==> src/rtl/conv_window_ctrl.sv <==
// Streams a binary image in raster order through K-1 line buffers and a K x K window,
// presenting each valid window to an external mac and returning its sum over valid/ready.
module conv_window_ctrl #(
    parameter int K     = 3,
    parameter int IMG_W = 8,
    parameter int IMG_H = 8,
    localparam int RW   = $clog2(IMG_H),
    localparam int CW   = $clog2(IMG_W)
) (
    input  logic            clk,
    input  logic            rst,
    input  logic            start,
    output logic            busy,
    output logic            done,
    input  logic            in_pixel,
    input  logic            in_valid,
    output logic            in_ready,
    output logic [K*K-1:0]  mac_img,
    input  logic [31:0]     mac_sum,
    output logic [31:0]     out_sum,
    output logic [RW-1:0]   out_row,
    output logic [CW-1:0]   out_col,
    output logic            out_valid,
    input  logic            out_ready
);

    localparam int N  = K * K;
    localparam int LB = (K - 1) * IMG_W;

    typedef enum logic {IDLE, RUN} state_t;

    state_t          state_q, state_d;
    logic [RW-1:0]   row_q, row_d, out_row_q, out_row_d;
    logic [CW-1:0]   col_q, col_d, out_col_q, out_col_d;
    logic            all_acc_q, all_acc_d;
    logic            out_valid_q, out_valid_d;
    logic            done_q, done_d;
    logic [LB-1:0]   lb_q, lb_d;
    logic [N-1:0]    win_q, win_d, mac_img_q, mac_img_d;
    logic [N-1:0]    win_next;
    logic            accept, result_hs, last_hs, emit;

    // NOTE: in_ready is combinational so a stalled result blocks the pixel in the same cycle.
    assign in_ready  = (state_q == RUN) & ~(out_valid_q & ~out_ready) & ~all_acc_q;
    assign accept    = in_valid & in_ready;
    assign result_hs = out_valid_q & out_ready;
    assign last_hs   = result_hs && (out_row_q == RW'(IMG_H - K)) && (out_col_q == CW'(IMG_W - K));
    assign emit      = accept && (row_q >= RW'(K - 1)) && (col_q >= CW'(K - 1));

    // Row-major window with bit N-1 top-left: shifting one column left is a plain
    // left shift, then the right column (bits d*K, d rows above the bottom) is refilled.
    always_comb begin
        win_next    = win_q << 1;
        win_next[0] = in_pixel;
        for (int d = 1; d < K; d++) begin
            win_next[d*K] = lb_q[d*IMG_W-1];
        end
    end

    always_comb begin
        state_d     = state_q;
        row_d       = row_q;
        col_d       = col_q;
        all_acc_d   = all_acc_q;
        lb_d        = lb_q;
        win_d       = win_q;
        mac_img_d   = mac_img_q;
        out_row_d   = out_row_q;
        out_col_d   = out_col_q;
        out_valid_d = out_valid_q;
        done_d      = last_hs;

        if (state_q == IDLE) begin
            if (start) begin
                state_d   = RUN;
                row_d     = '0;
                col_d     = '0;
                all_acc_d = 1'b0;
            end
        end else if (last_hs) begin
            state_d = IDLE;
        end

        if (accept) begin
            lb_d  = {lb_q[LB-2:0], in_pixel};
            win_d = win_next;
            if (col_q == CW'(IMG_W - 1)) begin
                col_d = '0;
                if (row_q == RW'(IMG_H - 1)) begin
                    row_d     = '0;
                    all_acc_d = 1'b1;
                end else begin
                    row_d = row_q + 1'b1;
                end
            end else begin
                col_d = col_q + 1'b1;
            end
        end

        if (emit) begin
            mac_img_d   = win_next;
            out_row_d   = row_q - RW'(K - 1);
            out_col_d   = col_q - CW'(K - 1);
            out_valid_d = 1'b1;
        end else if (result_hs) begin
            out_valid_d = 1'b0;
        end
    end

    // NOTE: line buffers and window are reset along with control state so a frame
    // started after reset never depends on pixels from an aborted one.
    always_ff @(posedge clk) begin
        if (rst) begin
            state_q     <= IDLE;
            row_q       <= '0;
            col_q       <= '0;
            all_acc_q   <= 1'b0;
            lb_q        <= '0;
            win_q       <= '0;
            mac_img_q   <= '0;
            out_row_q   <= '0;
            out_col_q   <= '0;
            out_valid_q <= 1'b0;
            done_q      <= 1'b0;
        end else begin
            state_q     <= state_d;
            row_q       <= row_d;
            col_q       <= col_d;
            all_acc_q   <= all_acc_d;
            lb_q        <= lb_d;
            win_q       <= win_d;
            mac_img_q   <= mac_img_d;
            out_row_q   <= out_row_d;
            out_col_q   <= out_col_d;
            out_valid_q <= out_valid_d;
            done_q      <= done_d;
        end
    end

    assign busy      = (state_q == RUN);
    assign done      = done_q;
    assign mac_img   = mac_img_q;
    assign out_sum   = mac_sum;
    assign out_row   = out_row_q;
    assign out_col   = out_col_q;
    assign out_valid = out_valid_q;

endmodule

==> config.mk <==
export PLATFORM = sky130hd
export DESIGN_NAME = conv_window_ctrl
export DESIGN_NICKNAME = d
export VERILOG_FILES = /design/src/rtl/conv_window_ctrl.sv
export SDC_FILE = /design/constraint.sdc
export NUM_CORES = 1
export LEC_CHECK = 0
export CAP_MARGIN = 20
export CORE_MARGIN = 1
export CORE_UTILIZATION = 45
export DETAILED_ROUTE_END_ITERATION = 16
export GPL_TIMING_DRIVEN = 0
export PLACE_DENSITY = 0.95
export RECOVER_POWER = 25
export SLEW_MARGIN = 20
export SYNTH_ARGS = -nofsm -noshare
export SYNTH_HDL_FRONTEND = slang
export SYNTH_SLANG_ARGS = --single-unit
==> constraint.sdc <==
create_clock -name clk -period 3.4 [get_ports clk]
set_input_delay 0.68 -clock clk [delete_from_list [all_inputs] [get_ports clk]]
set_output_delay 0.68 -clock clk [all_outputs]
set_load 0.02 [all_outputs]
## Word level (Yosys, flattened, before mapping)

Cells that the tools add are included.

- Flip-flop bits (word level): 49
- Bits of input ports: 38
- Output and inout port bits: 51

- $add $sub $neg: 4
- $lt $le $gt $ge: 2
- Eq/ne operators: 5
- Muxes and demuxes: 19
- Bitwise operators: 8
- Reductions and logical operators: 7

Operator list:

| cell | count |
|---|---|
| 3-bit two-way mux | 9 |
| 3-bit equality test, second input constant | 4 |
| 1-bit two-way mux | 10 |
| 3-bit by 1-bit adder with 3-bit output, second input constant | 2 |
| 3-bit by 2-bit >= comparator with 1-bit output, second input constant | 2 |
| 3-bit by 2-bit subtractor with 3-bit output, second input constant | 2 |
| 1-bit AND | 5 |
| 1-bit logical AND | 4 |
| 2-bit nonzero test | 2 |
| 1-bit inverter | 3 |
| 2-bit by 1-bit != test with 1-bit output, second input constant | 1 |
| 2-bit AND reduction | 1 |

## Longest topological paths before layout

- Word-level depth: 9
- Mapped depth: 8
- Gate-level depth less buffers: 6

## Worst setup path before layout

Ideal clock, no wire load.

- Path kind: input-to-output
- Start: in out_ready
- End: out in_ready
- Arrival: 1,019 ps
- Required time: 2,720 ps
- Path slack: 1,701 ps
- Stages on the path: 2
- Path buffers: 0
- Cells stage by stage: nand2b_4 -> and2_1

- Cells in the longest elaborated chain, start to end: 5

RTL lines:

| what | line | source |
|---|---|---|
| start: declaration | 24 | `input logic out_ready` |
| 1-bit inverter | 44 | `assign in_ready = (state_q == RUN) & ~(out_valid_q & ~out_ready) & ~all_acc_q;` |
| 1-bit AND | 44 |  |
| 1-bit inverter | 44 |  |
| 1-bit AND (2 in series) | 44 |  |
| end: declaration | 17 | `output logic in_ready,` |

No other way between the ends.

## Final worst setup path

Same ends and word-level chain as after synthesis.

==> impl_metrics.toml <==
[yosys]
synth_edf_count = 0
syn_nets = 284
synth_most_common_cell = "dfxtp_1"
synthTopCellsByCount = "dfxtp_1, nand2_1, buf_4, a21oi_1, nand2b_1"
syn_avg_cell_area_um2 = 8.63
synth_warnings = 0
ys_top_cells_by_area = "dfxtp_1, buf_4, nand2_1"
ys_ff_latch = 43
syn_area_um2 = 2050
ys.flop_type = "dfxtp_1"
synth_top_area_share_pct = 41.9
synthCells = 238
synth-async-reset-ratio_pct = 0
synth_area_leader_cell = "dfxtp_1"
synth.distinct_cells = 27
seq_area_frac_synth_pct = 41.9

[floorplan]
die_area_um2 = 4840
rows = 24
coreArea_um2 = 4380
die_w_um = 69.5
start_util_pct = 46.8
die_h_um = 69.5
io_pins = 89

[routing]
drc = 0
drtPass1Iterations = 4
drt_wl_total_um = 4390
ant_nets = 0
post_drt_wl_per_cell_um = 12.4
vias = 1775
viasPerCell = 5.03
drt-initial-drc-count = 104

[global_route]
grt_pass1_vias = 1611
antenna_found_initial = 0
grt_overflow = 0
grt_max_degree = 13
track_usage_pct = 18.5
grt_pass1_wl_um = 7130

[timing]
period_share_pct = 85.6
fin_worst_skew_ns = 0.00721
max_slew_margin_pct = 68.7
timing.final.hold_violations = 0
finalSetupViolations = 0
fmax_ghz = 0.344
finalMaxSlewViolations = 0
rsz0062_at_grt = "false"
tightest_slew_ns = 0.469
period_needed_ns = 2.91
tns_ns = 0

[placed_design]
portBuffers = 55
hpwl_um = 3360
gp_congestion = 0.863
placed_cells = 345

[setup_path]
crit_path_start = "out_ready"
critPathRequiredTime_ns = 2.72
r2r_start = "busy"
path_max_fanout = 5
crit_arrival_ns = 2.23
criticalPathCategory = "primary input to output port"
crit_path_start_kind = "primary input"
crit_path_end_kind = "output port"

[worst_hold_path]
hp-start = "lb_q[3]"
hp-class = "flip-flop to flip-flop"

[finish]
final_cells = 353
layout-drive-gt1-share_pct = 14.6
layout-area-overhead-vs-synth_pct = 32.6
nets = 346
diodes = 0

[clocking]
cts_sinks = 43
cts_buffers = 5
postCtsSetupBuffers = 0
cts_tree = "done"
clock-root-buffer = "clkbuf_8"
clk_pin_slew_ns = 0.08
cts-resized-gates = 0
cts_hold_buf = 0
ctsLongestPathBuffers = 2
clock_latency_ns = 0.30
htree_levels = 2

[power]
power.density_nw_per_um2 = 354
irDropWorstVdd_mv = 0.142
p_leak_nw = 0.996

[job]
timing.max_cap.violations = 0

[outcome]
status = "finished clean"
-- cell type report --
type                    count  area (µm²)
inverters                   6        22.5
repair buffers             55         551
well taps                  52        65.1
multi-input cells         141         832
fillers                   364        1660
flip-flops and latches     43         861
clock buffers               7        76.3
clock inverters             1        5.00
plain buffers              48         310
-- worst max-delay path: stages --
cell and delay, ns:
dlygate4sd3_1 0.57, nand2b_1 0.22, and2_1 0.16, clkdlybuf4s50_1 0.60
-- cells by family after synthesis --
| group | after synthesis | synth area share [%] |
|---|---|---|
| multiplexers | 2 | 0.975 |
| AND/OR/NAND/NOR | 86 | 23.0 |
| adder cells (fa/ha/maj) | 8 | 4.88 |
| AO/OA/AOI/OAI | 45 | 12.1 |
| buffers and inverters | 54 | 17.1 |
| flip-flops | 43 | 41.9 |
-- state kept, by name, indices dropped and copies added (netlist names), 2 cells and up --
signal and count:
out_row 3, win_q 2, lb_q 16, mac_img 9
out_col 3, col_q 3, row_q 3
-- where the power goes --
group	switching [mW]	internal, mW	leakage [nW]
Sequential	0.00254	0.505	0.347
Combinational	0.0674	0.0750	0.607
Clock	0.168	0.144	0.0422
-- cells in the final DEF, fill, tap and decap left out, drive strengths merged, types with 3 or more instances in the layout --
cell           count
o21ai              9
a21oi             29
clkbuf            20
buf               35
dfxtp             43
nand3              7
a211oi             4
ha                 8
nand2b            18
nand4b            11
inv                6
clkdlybuf4s50     52
nand2             40
dlygate4sd3        3
-- metal layers --
layer / vias up / global-route usage [%] / wire length, µm
met5: - / 0 / 0
met4: 0 / 9.75 / 123
met3: 13 / 4.65 / 312
met2: 82 / 32.7 / 2200
met1: 793 / 20.1 / 1750
li1: 887 / - / -
-- path summary, 6_finish.rpt --
| path | to | slack (ns) | depth (start not counted) |
|---|---|---|---|
| setup / recovery | in_ready | 0.49 | 4 |
| hold reg to reg | lb_q[4] | 0.45 | 2 |
| setup reg to reg | out_row[0] | 1.45 | 7 |
| hold / removal | lb_q[4] | 0.45 | 2 |
-- through the flow --
step	cell area, µm²	hold WS (ns)	util (%)	total power, mW	setup WS (ns)
6_report	2720	0.455	62.1	0.963	0.491
5_1_grt	2720	0.470	62.1	0.998	0.436
4_1_cts	2750	0.457	62.7	0.969	0.633
3_5_place_dp	2670	0.446	60.9	0.665	0.648
3_3_place_gp	2670	0.439	60.9	0.662	0.663
2_1_floorplan	2050	0.432	-	0.609	1.70
(Power assumes the default switching activity.)
==> edit, RTL diff (same flow settings) <==
Make the reset (`rst`) asynchronous in one clocked block.
--- a/src/rtl/conv_window_ctrl.sv
+++ b/src/rtl/conv_window_ctrl.sv
@@ -111,3 +111,3 @@
     // started after reset never depends on pixels from an aborted one.
-    always_ff @(posedge clk) begin
+    always_ff @(posedge clk or posedge rst) begin
         if (rst) begin
Formal check against the unedited RTL: differs if rst is asserted again (counterexample within 4 cycles, from zero or initial values and one cycle with rst high); with rst held inactive, the same outputs for 10 cycles.
==> edit against the original RTL <==
The run now ends with max-capacitance violations left; maximum frequency grew 3.3%; design area grew 3.1%; global-route usage shrank 1.0 points; via count shrank 15%; sequential share of layout area grew 6.7 points; area after synthesis grew 1.9%; worst setup slack gained 92 ps; critical path type unchanged; routed wire length shrank 10%; sequential cell count is the same; register-to-register slack gained 50 ps; cell count shrank 10%; clock skew shrank 0.63 ps; largest cell class unchanged.
Power is not compared: it rests on default switching activity, and its combinational part moved more than twofold at a synthesized area within 25%.
==> edit: results (changes against the original RTL) <==
status finished, violations left; violated checks max-capacitance violations; Top reg by flops lb_q; syn_nets 245 (-14%); clk root buf clkbuf_8; final HPWL from detailed placement 3070 um (-8.6%); layout cells sized above 1 21.2% (+6.6 points); leak pwr 1.47 nW; gpl congestion 0.766 (-11%); clock slew at reported path FFs 80 ps (about the same); Avg Inst Size Synth 10.5 um^2 (+22%); worst IR drop on VDD 0.000208 V; post-synth cell types 26 (-3.7%); Slew Limit Headroom 0.496% (-68 points); top_reg_cell synth dfrtp_1; Post CTS Setup Buffer Count 0 (unchanged); Bufs on Longest Clock Path 2 (unchanged); vias post-DR 1500 (-15%); first-pass GRT wire length 6750 um (-5.4%); Synth area leaders dfrtp_1, buf_4, nand2_1; clk_lat worst skew 290 ps; Num CTS Buffers 5 (unchanged); CP Max Fanout 4 (-1); initial antenna violation count 0 (unchanged); crit-path leading delay family buffers and inverters; Async SR Flop Fraction 100% (+100 points); max-cap violations 1 (+1); dpl ws 655 ps (+6.46 ps); Synth top cells by count nand2_1, dfrtp_1, buf_4; vias in the first global route 1557 (-3.4%); ant diodes 0 (unchanged); Slowest-stage cell, CP clkdlybuf4s50_1; Yosys warning total 0 (unchanged); DR pass1 iterations 4 (unchanged); placed cells 308 (-11%); CTS H-tree depth 2 (unchanged); worst min path class reg2reg; Worst Skew 6.58 ps (-0.625 ps); post-CTS sizing 0 (unchanged); largest net degree at the start of global routing 30 (+17); Post-Layout Cell Count 316 (-10%); fillcell total 375 (+3.0%); DR iter-0 viols 103 (-0.96%); Seq/Total Area, Yosys 51.4% (+9.5 points); Port Buf Inserts 56 (+1.8%); CP max stage delay 590 ps; Tot GR Track Use 17.5% (-1.0 points); routed wire length 3930 um (-10%); number of flip-flops in the largest register 16 (unchanged); arrival time worst endpoint 2140 ps (-90 ps)
edit: changes by cell type after synthesis, moves of 4 or more:
cell / before / now
a211oi_1: 4 / 0
a21oi_1: 29 / 0
buf_2: 4 / 0
clkbuf_1: 9 / 5
dfrtp_1: 0 / 43
dfxtp_1: 43 / 0
inv_1: 6 / 11
mux2_2: 0 / 6
mux2_4: 0 / 5
nand2_1: 40 / 60
nand2b_1: 17 / 1
nand3_1: 7 / 3
nand4b_1: 11 / 0
o21ai_1: 9 / 0
edit: final cells by class:
class	instances	share of cell area, %
flip-flops and latches	43	38.3
multi-input cells	106	24.7
repair buffers	57	20.1
plain buffers	39	10.0
clock buffers	6	2.59
well taps	52	2.32
inverters	11	1.47
clock inverters	2	0.446
edit: tightest hold or removal path: cells and delay by family (launching register included):
kind | cells | cell delay (ps)
flip-flops | 1 | 350
AND/OR/NAND/NOR | 2 | 100
edit: layer usage:
layer	up-vias	wire [um]	GRT usage (%)
met3	9	191	5.48
li1	732	-	-
met1	704	1630	20.1
met5	-	0	0
met4	0	75	7.11
met2	55	2030	29.9
edit: kinds of logic (layout without fill, tap and decap cells):
logic type / after synthesis / after routing / share of synthesized area (%)
AO/OA/AOI/OAI: 8 / 8 / 2.87
adder cells (fa/ha/maj): 8 / 8 / 4.78
buffers and inverters: 50 / 115 / 15.4
flip-flops: 43 / 43 / 51.4
multiplexers: 16 / 16 / 9.21
AND/OR/NAND/NOR: 74 / 74 / 16.3
edit: path summary, 6_finish.rpt:
kind / start / to / slack, ps / cells past startpoint
min in group asynchronous: rst / mac_img[7] / 870 / 2
worst min register to register: lb_q[13] / lb_q[14] / 480 / 2
worst max register to register: col_q[1] / out_row[0] / 1500 / 7
worst max-delay path: out_ready / in_ready / 580 / 4
max in group asynchronous: rst / row_q[0] / 770 / 3
worst min-delay path: lb_q[13] / lb_q[14] / 480 / 2
edit: where the power goes:
part	internal [mW]	switching [mW]	total (mW)
sequential	0.658	0.112	0.770
clock	0.143	0.167	0.310
combinational	0.303	0.283	0.586
total	1.10	0.563	1.67
edit: through the flow:
step,instance area (um^2),hold WS (ps)
finish,2810,476
global route,2810,489
CTS,2820,477
detailed placement,2740,455
global placement,2720,448
floorplan,2090,439
